### src/rtl/gpio_pkg.sv
// Shared constants for the GPIO bank: register map and CPU bus width.
package gpio_pkg;

    localparam int BUS_W = 32;

    localparam logic [2:0] ADDR_OUT      = 3'd0;
    localparam logic [2:0] ADDR_DIR      = 3'd1;
    localparam logic [2:0] ADDR_IN       = 3'd2;
    localparam logic [2:0] ADDR_IRQ_EN   = 3'd3;
    localparam logic [2:0] ADDR_IRQ_TYPE = 3'd4;
    localparam logic [2:0] ADDR_IRQ_STAT = 3'd5;
    localparam logic [2:0] ADDR_SET      = 3'd6;
    localparam logic [2:0] ADDR_CLR      = 3'd7;

endpackage

### src/rtl/gpio_bank_if.sv
// CPU-side register bus of the GPIO bank (decoded we/re strobes, word address, data).
interface gpio_bank_if;
    import gpio_pkg::*;

    logic             we;
    logic             re;
    logic [2:0]       addr;
    logic [BUS_W-1:0] data_in;
    logic [BUS_W-1:0] data_out;

    modport master (output we, re, addr, data_in, input data_out);
    modport slave  (input we, re, addr, data_in, output data_out);

endinterface

### src/rtl/gpio_sync.sv
// WIDTH-bit multi-flop synchroniser for asynchronous pad inputs.
module gpio_sync #(
    parameter int WIDTH       = 32,
    parameter int SYNC_STAGES = 2
) (
    input  logic             clk,
    input  logic             reset_n,
    input  logic [WIDTH-1:0] d,
    output logic [WIDTH-1:0] q
);

    logic [SYNC_STAGES-1:0][WIDTH-1:0] chain;

    always_ff @(posedge clk or negedge reset_n) begin
        if (!reset_n) begin
            chain <= '0;
        end else begin
            chain <= {chain[SYNC_STAGES-2:0], d};
        end
    end

    assign q = chain[SYNC_STAGES-1];

endmodule

### src/rtl/gpio_bank.sv
// Memory-mapped GPIO bank: OUT/DIR registers, atomic SET/CLR, synchronised inputs
// and per-pin edge interrupts with write-1-to-clear status.
module gpio_bank
    import gpio_pkg::*;
#(
    parameter int               WIDTH       = 32,
    parameter int               SYNC_STAGES = 2,
    parameter logic [WIDTH-1:0] OUT_RESET   = '0
) (
    input  logic             clk,
    input  logic             reset_n,
    gpio_bank_if.slave       bus,
    input  logic [WIDTH-1:0] gpio_in,
    output logic [WIDTH-1:0] gpio_out,
    output logic [WIDTH-1:0] gpio_oe,
    output logic             irq
);

    localparam int ARM_CYCLES = SYNC_STAGES + 1;
    localparam int ARM_W      = $clog2(ARM_CYCLES + 1);

    logic [WIDTH-1:0] out_r;
    logic [WIDTH-1:0] dir_r;
    logic [WIDTH-1:0] irq_en_r;
    logic [WIDTH-1:0] irq_type_r;
    logic [WIDTH-1:0] irq_stat_r;
    logic [WIDTH-1:0] in_p0;
    logic [WIDTH-1:0] in_p1;
    logic [ARM_W-1:0] arm_cnt;
    logic             armed;
    logic [WIDTH-1:0] wdata;
    logic [WIDTH-1:0] w1c_mask;
    logic [WIDTH-1:0] rise;
    logic [WIDTH-1:0] fall;
    logic [WIDTH-1:0] edge_hit;
    logic [WIDTH-1:0] rd_mux;
    logic             unused_data_hi;

    // Bits above WIDTH carry no register state.
    assign wdata          = bus.data_in[WIDTH-1:0];
    assign unused_data_hi = ^bus.data_in;

    // Stage p0: pad inputs after the synchroniser (the IN register).
    gpio_sync #(
        .WIDTH       (WIDTH),
        .SYNC_STAGES (SYNC_STAGES)
    ) u_sync (
        .clk     (clk),
        .reset_n (reset_n),
        .d       (gpio_in),
        .q       (in_p0)
    );

    always_ff @(posedge clk or negedge reset_n) begin
        if (!reset_n) begin
            out_r      <= OUT_RESET;
            dir_r      <= '0;
            irq_en_r   <= '0;
            irq_type_r <= '0;
        end else if (bus.we) begin
            case (bus.addr)
                ADDR_OUT:      out_r      <= wdata;
                ADDR_DIR:      dir_r      <= wdata;
                ADDR_IRQ_EN:   irq_en_r   <= wdata;
                ADDR_IRQ_TYPE: irq_type_r <= wdata;
                ADDR_SET:      out_r      <= out_r | wdata;
                ADDR_CLR:      out_r      <= out_r & ~wdata;
                default:       ;
            endcase
        end
    end

    // Edge detection stays masked until the synchroniser has flushed its reset zeros,
    // so a pad already high at reset release is not mistaken for a rising edge.
    assign armed = (arm_cnt == ARM_W'(ARM_CYCLES));

    always_ff @(posedge clk or negedge reset_n) begin
        if (!reset_n) begin
            arm_cnt <= '0;
        end else if (!armed) begin
            arm_cnt <= arm_cnt + ARM_W'(1);
        end
    end

    // Stage p1: one-cycle-delayed IN used as the edge reference.
    always_ff @(posedge clk or negedge reset_n) begin
        if (!reset_n) begin
            in_p1 <= '0;
        end else begin
            in_p1 <= in_p0;
        end
    end

    assign rise     = in_p0 & ~in_p1;
    assign fall     = ~in_p0 & in_p1;
    assign edge_hit = armed ? ((irq_type_r & rise) | (~irq_type_r & fall)) : '0;
    assign w1c_mask = (bus.we && bus.addr == ADDR_IRQ_STAT) ? wdata : '0;

    // A new edge overrides a simultaneous clear of the same bit.
    always_ff @(posedge clk or negedge reset_n) begin
        if (!reset_n) begin
            irq_stat_r <= '0;
            irq        <= 1'b0;
        end else begin
            irq_stat_r <= (irq_stat_r & ~w1c_mask) | edge_hit;
            irq        <= |(irq_stat_r & irq_en_r);
        end
    end

    always_comb begin
        rd_mux = '0;
        case (bus.addr)
            ADDR_OUT:      rd_mux = out_r;
            ADDR_DIR:      rd_mux = dir_r;
            ADDR_IN:       rd_mux = in_p0;
            ADDR_IRQ_EN:   rd_mux = irq_en_r;
            ADDR_IRQ_TYPE: rd_mux = irq_type_r;
            ADDR_IRQ_STAT: rd_mux = irq_stat_r;
            default:       rd_mux = '0;
        endcase
    end

    assign bus.data_out = bus.re ? BUS_W'(rd_mux) : '0;
    assign gpio_out     = out_r;
    assign gpio_oe      = dir_r;

endmodule
### src/flat_wrapper.sv
// flat-port wrapper written by rule: the top's interface ports become plain ports
module gpio_bank_flat import gpio_pkg::*;
#(
    parameter int               WIDTH       = 32,
    parameter int               SYNC_STAGES = 2,
    parameter logic [WIDTH-1:0] OUT_RESET   = '0
)
  (clk, reset_n, gpio_in, gpio_out, gpio_oe, irq, bus_we, bus_re, bus_addr, bus_data_in, bus_data_out);
  gpio_bank_if bus_i ();
  input  logic clk;
  input  logic reset_n;
  input  logic [WIDTH-1:0] gpio_in;
  output logic [WIDTH-1:0] gpio_out;
  output logic [WIDTH-1:0] gpio_oe;
  output logic irq;
  input wire logic [$bits(bus_i.we)-1:0] bus_we;
  input wire logic [$bits(bus_i.re)-1:0] bus_re;
  input wire logic [$bits(bus_i.addr)-1:0] bus_addr;
  input wire logic [$bits(bus_i.data_in)-1:0] bus_data_in;
  output wire logic [$bits(bus_i.data_out)-1:0] bus_data_out;
  assign bus_i.we = bus_we;
  assign bus_i.re = bus_re;
  assign bus_i.addr = bus_addr;
  assign bus_i.data_in = bus_data_in;
  assign bus_data_out = bus_i.data_out;
  gpio_bank #(.WIDTH(WIDTH), .SYNC_STAGES(SYNC_STAGES), .OUT_RESET(OUT_RESET)) u_core (.clk(clk), .reset_n(reset_n), .bus(bus_i), .gpio_in(gpio_in), .gpio_out(gpio_out), .gpio_oe(gpio_oe), .irq(irq));
endmodule
### config.mk
export PLATFORM = sky130hd
export DESIGN_NAME = gpio_bank_flat
export DESIGN_NICKNAME = d
export VERILOG_FILES = /design/src/rtl/gpio_pkg.sv /design/src/rtl/gpio_bank_if.sv /design/src/rtl/gpio_sync.sv /design/src/rtl/gpio_bank.sv /design/src/flat_wrapper.sv
export SDC_FILE = /design/constraint.sdc
export NUM_CORES = 1
export LEC_CHECK = 0
export BUFFER_PORTS_ARGS = -buffer_cell sky130_fd_sc_hd__buf_2
export CELL_PAD_IN_SITES_DETAIL_PLACEMENT = 0
export CELL_PAD_IN_SITES_GLOBAL_PLACEMENT = 2
export CORE_MARGIN = 2
export CORE_UTILIZATION = 42
export CTS_BUF_LIST = sky130_fd_sc_hd__clkbuf_8
export CTS_CLUSTER_SIZE = 40
export DETAILED_ROUTE_END_ITERATION = 16
export PLACE_DENSITY = 0.95
export SYNTH_ARGS = -nofsm -noshare
export SYNTH_HDL_FRONTEND = slang
export SYNTH_SLANG_ARGS = --single-unit
### constraint.sdc
create_clock -name clk -period 4.4 [get_ports clk]
set_clock_uncertainty 0.05 [all_clocks]
set_input_delay 0.44 -clock clk [delete_from_list [all_inputs] [get_ports clk]]
set_output_delay 0.44 -clock clk [all_outputs]
set_load 0.02 [all_outputs]
## Word-level counts from Yosys, hierarchy flattened

Index checks and enable logic that the tools add are counted.

| storage, ports and cells | value |
|---|---|
| register bits | 259 |
| input bits | 71 |
| output and inout port bits | 97 |
| logic and storage cells | 47 |

| cells by class | value |
|---|---|
| add/sub/neg operators | 1 |
| eq/ne operators | 8 |
| muxes and demuxes | 5 |
| bitwise operators | 15 |
| reductions and logical operators | 8 |

Operators with widths:

| operator | count |
|---|---|
| $and A32 B32 Y32 | 7 |
| $pmux W32 S6 | 1 |
| $not A32 Y32 | 5 |
| $mux W32 | 3 |
| $or A32 B32 Y32 | 3 |
| $pmux W32 S3 | 1 |
| $reduce_or A32 Y1 | 1 |
| $eq A3 B3 Y1 const B | 4 |
| $reduce_and A2 Y1 | 4 |
| $eq A3 B2 Y1 const B | 2 |
| $eq A3 B1 Y1 const B | 1 |
| $logic_not A3 Y1 | 1 |
| $reduce_bool A3 Y1 | 1 |
| $add A2 B1 Y2 const B | 1 |
| $eq A2 B2 Y1 const B | 1 |
| $logic_and A1 B1 Y1 | 1 |

## Longest topological paths before layout

Gate-level depths: netlist of the first run.

| depth | value |
|---|---|
| word-level depth | 6 |
| mapped depth | 7 |
| gate-level depth less buffers | 4 |

## Cells and area by module

A second synthesis of the first run with hierarchy kept.

| unflattened totals | value |
|---|---|
| cell total of the unflattened synthesis | 1079 |
| area total of the unflattened synthesis | 11997.8 µm² |

Modules (own cells, without submodules):

| module | instances | cells each | area an instance (µm²) | sequential area each (µm²) |
|---|---|---|---|---|
| gpio_bank | 1 | 983 | 10156.0 | 4879.7 |
| gpio_sync | 1 | 96 | 1841.8 | 1601.5 |

## Least setup slack after synthesis of the first run

OpenSTA, ideal clock, no wires.

| path | value |
|---|---|
| kind | input to output |
| from | input port bus_addr[2] |
| to | output port bus_data_out[11] |
| data arrival time | 1.844 ns |
| data required time | 3.910 ns |
| setup slack | 2.066 ns |
| stages | 6 |
| buffers on the path | 2 |
| path through | buf_2 -> nor2b_1 -> buf_2 -> nor2b_1 -> a21oi_1 -> a21boi_0 |

| on the way | value |
|---|---|
| word-level cells in the longest chain between the ends | 3 |
| elaborated cells between the ends (all ways) | 8 |
| those cells by class | 5 x eq/ne; 2 x mux; 1 x reduce/logical |

Ends and longest elaborated chain:

| item | RTL line | text |
|---|---|---|
| start, declared | flat_wrapper.sv:18 | `input wire logic [$bits(bus_i.addr)-1:0] bus_addr;` |
| $eq A3 B3 Y1, or another cell as far along | gpio_bank.sv:112 | `case (bus.addr)` |
| $pmux W32 S6 * | gpio_bank.sv:112 |  |
| $mux W32 * | gpio_bank.sv:123 | `assign bus.data_out = bus.re ? BUS_W'(rd_mux) : '0;` |
| end, declared | flat_wrapper.sv:20 | `output wire logic [$bits(bus_i.data_out)-1:0] bus_data_out;` |

Mark *: on every way between the ends. The rest lies on a longest branch, timed or not.

## Final worst setup path of the first run

| path | value |
|---|---|
| from | input port bus_addr[1] |
| to | output port bus_data_out[8] |

The elaborated chain is that of the path after synthesis.

==> results.sh, run 1 <==
export IMPL_status="complete, no violations"
export IMPL_root_buffer="clkbuf_8"
export IMPL_grtUsageMet3_pct=3.91
export IMPL_clock_sinks=259
export IMPL_dp_slack_ps=1410
export IMPL_synth_top_cell_area_share_pct=55.2
export IMPL_r2r_start="u_core.irq_stat_r[8]"
export IMPL_relSlewSlack_pct=30.3
export IMPL_p_leak_nw=6.28
export IMPL_hold_viol=0
export IMPL_final_max_slew_violation_count=0
export IMPL_critPathBufInv=4
export IMPL_ctsHtreeMaxLevel=2
export IMPL_worst_pin_slew_ps=1050
export IMPL_netlist_instances=1017
export IMPL_clk_latency_ps=550
export IMPL_cap_violations=0
export IMPL_synth_cell_types=43
export IMPL_worstPathRequired_ps=3910
export IMPL_ant_nets=0
export IMPL_crit_arrival_ps=2510
export IMPL_dpl_hpwl_um=21100
export IMPL_portBuffers=167
export IMPL_ys_async_sr_fraction_pct=100
export IMPL_via_per_inst=5.56
export IMPL_critPathLaunchType="input port"
export IMPL_drive_gt1_share_pct=29.8
export IMPL_routabilityCongestion=0.781
export IMPL_worst_slack_ps=1400
export IMPL_yosysTopAreaCell="dfrtp_1"
export IMPL_synth_edf_count=0
export IMPL_grt_overflow_total=0
export IMPL_grt_pass1_wl_um=51500
export IMPL_die_x_um=171
export IMPL_holdWs_ps=159
export IMPL_cts_tree="yes"
export IMPL_numCtsBuffers=45
export IMPL_synth_ff_latch_count=259
export IMPL_yosysSeqAreaShare_pct=55.2
export IMPL_placementRows=61
export IMPL_route_detailed_drc=0
export IMPL_crit_chain="buf_4, buf_4, mux4_2, inv_1, o22ai_1, buf_2"
export IMPL_yosys_warnings=0
export IMPL_setup_viol_count_final=0
export IMPL_chipHeight_um=171
export IMPL_crit_fanout=51
export IMPL_hold_path_class="in -> reg"
export IMPL_power_density_nw_per_um2=442
export IMPL_min_delay_start="bus_data_in[23]"
export IMPL_crit_path_end_kind="output port"
export IMPL_core_area_um2=27600
export IMPL_grt_antenna_before_repair=1
export IMPL_ctsResizeCount=0
export IMPL_use_met2_pct=35.2
export IMPL_fin_tns_setup_ps=0
export IMPL_rsz0062_at_grt="no"
export IMPL_dr_total_vias=9014
export IMPL_grt_pass1_vias=8732
export IMPL_wl_per_cell_um=20.4
export IMPL_synth_area_leaders="dfrtp_1 55%, mux2_2 11%, o21ai_0 3.4%"
export IMPL_dpl_cell_count=1509
export IMPL_crit_family="buffers and inverters"
export IMPL_grt_max_degree=120
export IMPL_crit_top_cell="buf_4"
export IMPL_avgSynthCellArea_um2=11.5
export IMPL_die_area_um2=29300
export IMPL_ctsLongestPathBuffers=3
export IMPL_final_cells=1621
export IMPL_drt_wl_total_um=33000
export IMPL_period_share_pct=68.1
export IMPL_crit_path_start="bus_addr[1]"
export IMPL_top_usage_layer="met2"
export IMPL_irDropWorstVdd_mv=0.272
export IMPL_max_freq_mhz=334
export IMPL_crit_slowest_cell="buf_4"
export IMPL_grt_usage_pct=22.9
export IMPL_syn_to_final_growth_pct=20.3
export IMPL_clk_pin_slew_worst_paths_ps=50
export IMPL_placed_cell_area_um2=12900
export IMPL_met1_usage_pct=33.0
export IMPL_final_area_um2=14100
export IMPL_fin_nets=1283
export IMPL_drt_iter0_drc=698
export IMPL_initial_utilization_pct=42.5
export IMPL_ios=168
export IMPL_synth_nets=1089
export IMPL_ys_flop_type="dfrtp_1"
export IMPL_period_minus_slack_ps=3000
export IMPL_dr_pass1_iters=5
export IMPL_crit_type="in -> out"
export IMPL_max_stage_delay_ps=620
export IMPL_netlist_area_um2=11700
state kept, by name, summed over array words and instances, names as in the netlist:
name and cells:
u_core.arm_cnt 2, u_core.gpio_oe 32, u_core.gpio_out 32, u_core.in_p1 32
u_core.irq 1, u_core.irq_en_r 32, u_core.irq_stat_r 32, u_core.irq_type_r 32
u_core.u_sync.chain 32, u_core.u_sync.q 32
cells in the final DEF (no fill, tap or decap), types with 33 or more instances in the layout:
master,count
mux2_2,110
a211oi_1,34
o21ai_0,80
a21oi_1,42
dlygate4sd3_1,33
nand2b_1,34
buf_2,163
dfrtp_1,259
inv_1,34
nand2_1,84
clkbuf_8,54
where the power goes:
part           switching, mW  total (mW)  internal, mW
logic                  0.616        1.14         0.522
registers              0.292        2.99          2.69
clock network          0.957        2.12          1.16
total                   1.87        6.24          4.38
synth_stat cells (10+ instances only):
master	n
a211oi_1	34
a21oi_1	42
a22o_1	32
a22oi_1	27
a31oi_1	17
and3_1	11
buf_2	29
clkbuf_1	31
dfrtp_1	259
inv_1	14
mux2_1	10
mux2_2	110
mux2i_1	32
nand2_1	84
nand2b_1	35
nand3b_1	31
nor2_1	24
nor3_1	17
o21ai_0	80
o22ai_1	14
through the flow:
stage	utilization [%]	total power [mW]
global route	51.1	6.56
global placement	46.8	4.11
detailed placement	46.8	4.14
floorplan	-	3.66
CTS	51.1	6.30
finish	51.1	6.24
routing by layer:
metal / part of all wire, % / wire (µm)
met5: 0 / 0
met4: 2.6 / 844
met3: 6.2 / 2030
met2: 45 / 15000
met1: 46 / 15100
kinds of logic after synthesis:
kind of cell / Yosys count / share of synthesized area, %
XOR/XNOR: 1 / 0.0746
flip-flops: 259 / 55.2
buffers and inverters: 89 / 3.46
adder cells (fa/ha/maj): 1 / 0.107
AND/OR/NAND/NOR: 234 / 10.5
multiplexers: 159 / 15.6
AO/OA/AOI/OAI: 274 / 15.1
worst paths after layout:
kind | cells after the start | slack [ps] | to
max in group asynchronous | 3 | 2800 | u_core.gpio_out[16]
worst min register to register | 0 | 290 | u_core.u_sync.q[5]
worst min-delay path | 2 | 160 | u_core.irq_type_r[23]
min in group asynchronous | 2 | 560 | u_core.u_sync.chain[23]
worst max register to register | 3 | 2800 | u_core.irq
worst max-delay path | 6 | 1400 | bus_data_out[8]
cell type report:
type	instances	area, µm²
Antenna cell	1	2.50
Clock buffer	54	743
Clock inverter	24	120
Fill cell	2517	13500
Inverter	14	52.6
Multi-Input combinational cell	669	4870
Sequential cell	259	6480
Tap cell	378	473
Timing Repair Buffer	222	1390
what timing repair did:
action                    in CTS  in global routing
setup buffers                  0                  0
hold buffers                  33                  0
hold endpoints to repair     111                  0
Power figures use the tool's default switching activity.
==> inputs of run 2 (changes only) <==
Settings changed: CORE_UTILIZATION 42 to 39, PLACE_DENSITY 0.95 to 0.93.
Clock period 4.4 ns to 2.9 ns, I/O delays scaled along.
==> results.sh, run 2 (synthesized netlist as in run 1, its figures left out) <==
export IMPL_route_detailed_drc=0
export IMPL_final_cells=1669
export IMPL_final_max_slew_violation_count=0
export IMPL_placed_cell_area_um2=13100
export IMPL_crit_type="in -> out"
export IMPL_p_int_mw=6.79
export IMPL_p_leak_nw=6.44
export IMPL_grt_usage_pct=21.5
export IMPL_drt_iter0_drc=657
export IMPL_hold_path_class="in -> reg"
export IMPL_period_share_pct=83.4
export IMPL_min_delay_start="bus_data_in[2]"
export IMPL_drt_wl_total_um=33800
export IMPL_crit_top_cell="buf_4"
export IMPL_syn_to_final_growth_pct=23.7
export IMPL_post_cts_setup_buffers=0
export IMPL_crit_path_end_kind="output port"
export IMPL_routabilityCongestion=0.803
export IMPL_setup_viol_count_final=0
export IMPL_final_cell_mix="259 x dfrtp_1, 163 x buf_2, 110 x mux2_2"
export IMPL_ctsHtreeMaxLevel=2
export IMPL_grt_max_degree=84
export IMPL_worst_slack_ps=481
export IMPL_placementRows=63
export IMPL_relSlewSlack_pct=53.8
export IMPL_status="complete, no violations"
export IMPL_p_seq_share_pct=46.7
export IMPL_whs_endpoint="u_core.irq_en_r[2]"
export IMPL_die_x_um=178
export IMPL_crit_fanout=46
export IMPL_crit_chain="buf_4, buf_4, mux2_2, a22oi_1, o22ai_1, and2_1, buf_2"
export IMPL_core_area_um2=29600
export IMPL_max_stage_delay_ps=530
export IMPL_clk_latency_ps=560
export IMPL_worstHoldPathCells=2
export IMPL_holdWs_ps=27.4
export IMPL_ant_nets=0
export IMPL_initial_utilization_pct=39.6
export IMPL_rsz0062_at_grt="no"
export IMPL_clk_pin_slew_worst_paths_ps=60
export IMPL_clockPowerShare_pct=35.0
export IMPL_top_usage_layer="met2"
export IMPL_dpl_hpwl_um=22500
export IMPL_fin_tns_setup_ps=0
export IMPL_reg2reg_depth=3
export IMPL_grt_antenna_before_repair=1
export IMPL_dr_pass1_iters=7
export IMPL_crit_slowest_cell="buf_4"
export IMPL_root_buffer="clkbuf_8"
export IMPL_hold_viol=0
export IMPL_dr_total_vias=9185
export IMPL_final_core_util_pct=49.0
export IMPL_dp_slack_ps=476
export IMPL_grt_overflow_total=0
export IMPL_worstPathRequired_ps=2560
export IMPL_chipHeight_um=178
export IMPL_critPathLaunchType="input port"
export IMPL_r2r_end="u_core.irq"
export IMPL_die_area_um2=31500
export IMPL_final_area_um2=14500
export IMPL_comb_power_share_pct=18.2
export IMPL_r2r_start="u_core.irq_en_r[27]"
export IMPL_met1_usage_pct=30.5
export IMPL_portBuffers=167
export IMPL_wl_per_cell_um=20.2
export IMPL_grt_pass1_vias=9090
export IMPL_cts_tree="yes"
export IMPL_via_per_inst=5.50
export IMPL_grtUsageMet3_pct=3.90
export IMPL_cap_violations=0
export IMPL_crit_arrival_ps=2080
export IMPL_grt_pass1_wl_um=52300
export IMPL_p_switching_mw=2.92
export IMPL_ctsLongestPathBuffers=3
export IMPL_dpl_cell_count=1537
export IMPL_max_freq_mhz=413
export IMPL_fin_nets=1316
export IMPL_numCtsBuffers=46
export IMPL_mostFrequentLayoutCell="dfrtp_1"
export IMPL_drive_gt1_share_pct=31.1
export IMPL_irDropWorstVdd_mv=0.385
export IMPL_clock_sinks=259
export IMPL_sw_frac_of_total_pct=30.0
export IMPL_power_density_nw_per_um2=668
export IMPL_ios=168
export IMPL_total_power_mw=9.70
export IMPL_ctsResizeCount=0
export IMPL_rrSetupSlack_ps=1300
export IMPL_worst_pin_slew_ps=694
export IMPL_period_minus_slack_ps=2420
export IMPL_use_met2_pct=33.9
[run 2: changes by cell type in the layout (fill, tap and decap cells not counted), sizes merged]
cell / previous run / this run
buf: 189 / 205
bufinv: 1 / 0
clkbuf: 54 / 61
clkinv: 3 / 4
clkinvlp: 0 / 3
dlygate4sd3: 33 / 49
inv: 34 / 28
[run 2: final cells by class]
| type | count | area (µm²) |
|---|---|---|
| multi-input combinational | 669 | 4870 |
| sequential | 259 | 6480 |
| clock inverter | 21 | 100 |
| antenna | 1 | 2.50 |
| fill | 2726 | 15100 |
| clock buffer | 61 | 840 |
| tap | 390 | 488 |
| timing repair buffer | 254 | 1690 |
| inverter | 14 | 52.6 |
[run 2: worst max-delay path, delay by kind of cell]
| kind | cells | cell delay (ps) |
|---|---|---|
| AOI/OAI and AO/OA | 2 | 260 |
| muxes | 1 | 340 |
| and+or+nand+nor | 1 | 200 |
| buffers and inverters | 3 | 960 |
[run 2: how the worst max path moves through the flow]
stage | from | endpoint | depth (start not counted) | slack, ps
4_1_cts | bus_addr[0] | bus_data_out[2] | 7 | 470
2_1_floorplan | bus_addr[2] | bus_data_out[11] | 6 | 870
3_3_place_gp | bus_addr[0] | bus_data_out[2] | 7 | 480
6_report | bus_addr[0] | bus_data_out[2] | 7 | 480
3_5_place_dp | bus_addr[0] | bus_data_out[2] | 7 | 480
5_1_grt | bus_addr[0] | bus_data_out[2] | 7 | 350
[run 2: power by group through the flow]
stage / Clock, mW / Combinational, mW / Sequential (mW)
2_1_floorplan: 0 / 0.943 / 4.62
3_3_place_gp: 0 / 1.69 / 4.57
3_5_place_dp: 0 / 1.73 / 4.58
4_1_cts: 3.49 / 1.79 / 4.52
5_1_grt: 3.66 / 1.93 / 4.59
6_report: 3.40 / 1.77 / 4.53
[run 2: per-layer routing]
| metal | part of all wire [%] | wire (µm) |
|---|---|---|
| met1 | 45 | 15400 |
| met5 | 0 | 0 |
| met3 | 6.3 | 2120 |
| met2 | 47 | 15700 |
| met4 | 1.8 | 603 |
[run 2: what timing repair did]
action                                  in CTS  in global routing
endpoints found under the setup margin       0                  0
hold endpoints to repair                   149                  0
hold buffers                                49                  0
==> inputs of run 3 (changes only) <==
Settings changed: CORE_UTILIZATION 39 to 36, PLACE_DENSITY 0.93 to 0.91.
Clock period 2.9 ns to 1.97 ns, I/O delays scaled along.
==> results.sh, run 3 (synthesized netlist as in run 1, its figures left out) <==
export IMPL_dpl_hpwl_um=23600
export IMPL_grt_pass1_wl_um=54800
export IMPL_crit_arrival_ps=1830
export IMPL_die_area_um2=34100
export IMPL_grt_usage_pct=20.9
export IMPL_grt_antenna_before_repair=1
export IMPL_drt_iter0_drc=529
export IMPL_clk_latency_ps=550
export IMPL_fin_nets=1407
export IMPL_portBuffers=167
export IMPL_p_int_mw=10.4
export IMPL_grt_max_degree=61
export IMPL_relSlewSlack_pct=63.3
export IMPL_final_cells=1809
export IMPL_p_switching_mw=4.38
export IMPL_irDropWorstVdd_mv=0.526
export IMPL_ios=168
export IMPL_final_max_slew_violation_count=0
export IMPL_setup_viol_count_final=11
export IMPL_p_seq_share_pct=45.0
export IMPL_worst_pin_slew_ps=551
export IMPL_root_buffer="clkbuf_8"
export IMPL_drive_gt1_share_pct=37.6
export IMPL_hold_viol=0
export IMPL_clk_pin_slew_worst_paths_ps=60
export IMPL_worst_slack_ps=-108
export IMPL_routabilityCongestion=0.794
export IMPL_via_per_inst=5.23
export IMPL_grt_pass1_vias=9357
export IMPL_worstPathRequired_ps=1720
export IMPL_hold_path_class="in -> async"
export IMPL_period_share_pct=105
export IMPL_final_fill_count=2896
export IMPL_mostFrequentLayoutCell="dfrtp_1"
export IMPL_cts_tree="yes"
export IMPL_placementRows=66
export IMPL_wl_per_cell_um=19.6
export IMPL_crit_fanout=2
export IMPL_dp_slack_ps=36.2
export IMPL_period_minus_slack_ps=2080
export IMPL_grt_overflow_total=0
export IMPL_violations="negative setup slack"
export IMPL_dr_pass1_iters=5
export IMPL_comb_power_share_pct=21.4
export IMPL_cap_violations=0
export IMPL_initial_utilization_pct=36.4
export IMPL_dr_total_vias=9469
export IMPL_status="finished, violations left"
export IMPL_ant_nets=0
export IMPL_crit_path_end_kind="output port"
export IMPL_rsz0062_at_grt="yes"
export IMPL_route_detailed_drc=0
export IMPL_critPathLaunchType="flop"
export IMPL_drt_wl_total_um=35500
export IMPL_die_x_um=185
export IMPL_sw_frac_of_total_pct=29.7
export IMPL_ctsLongestPathBuffers=3
export IMPL_ctsHtreeMaxLevel=2
export IMPL_clock_sinks=259
export IMPL_clockPowerShare_pct=33.7
export IMPL_max_freq_mhz=481
export IMPL_power_density_nw_per_um2=936
export IMPL_syn_to_final_growth_pct=34.2
export IMPL_core_area_um2=32300
export IMPL_chipHeight_um=185
export IMPL_final_cell_mix="256 x dfrtp_1, 143 x buf_2, 103 x buf_4"
export IMPL_numCtsBuffers=46
export IMPL_p_leak_nw=6.99
export IMPL_dpl_cell_count=1606
export IMPL_crit_type="reg -> out"
run 3: worst max-delay path, stage by stage, from the launching register on:
cell     delay (ps)
dfrtp_1         410
mux4_2          500
a32o_2          250
buf_6           130
run 3: power groups by stage:
stage | clock [mW] | sequential [mW] | combinational, mW
after floorplan | 0 | 6.80 | 1.39
after global placement | 0 | 6.74 | 2.54
after detailed placement | 0 | 6.76 | 2.59
after CTS | 5.09 | 6.62 | 3.07
after global routing | 5.38 | 6.71 | 3.42
final | 4.97 | 6.63 | 3.15
run 3: what timing repair did:
item | in CTS | in global routing
gates resized for setup | 63 | 33
setup endpoints to repair | 20 | 24
pin swaps | 24 | 12
endpoints found under the hold margin | 364 | 0
buffers inserted | 46 | 10
hold buffers | 67 | 0
run 3: final cells by class:
cell class              count  area, µm²  share of cell area (%)
flip-flops and latches    259       6480                    41.2
multi-input cells         669       5070                    32.2
repair buffers            345       2660                    16.9
clock buffers              62        853                    5.42
well taps                 442        553                    3.51
clock inverters            17       75.1                   0.477
inverters                  14       52.6                   0.334
diodes                      1       2.50                  0.0159
run 3: routing by layer:
metal,up-vias,GRT usage [%],share of wire (%)
met5,-,0,0
met4,0,4.80,1.6
met3,49,3.69,5.6
met2,295,34.0,47
met1,4771,29.1,45
li1,4354,-,-
run 3: path summary, 6_finish.rpt:
check	start	to	slack [ps]	cells past startpoint
worst max-delay path	u_core.gpio_oe[21]	bus_data_out[21]	-110	3
worst min-delay path	reset_n	u_core.u_sync.chain[13]	140	2
worst max register to register	u_core.irq_en_r[8]	u_core.irq	260	5
worst min register to register	u_core.u_sync.chain[22]	u_core.u_sync.q[22]	300	0
max in group asynchronous	reset_n	u_core.gpio_out[31]	1030	3
min in group clk	bus_addr[2]	u_core.gpio_out[7]	180	3
run 3: per-stage QoR:
step | power [mW] | utilization (%) | TNS, ps | cell area, µm² | hold slack [ps]
2_1_floorplan | 8.19 | - | 0 | 11700 | -149
3_3_place_gp | 9.28 | 41.5 | 0 | 13400 | 138
3_5_place_dp | 9.35 | 41.5 | 0 | 13400 | 138
4_1_cts | 14.8 | 48.3 | -785 | 15600 | 121
5_1_grt | 15.5 | 48.8 | -1310 | 15700 | 145
6_report | 14.7 | 48.8 | -344 | 15800 | 135
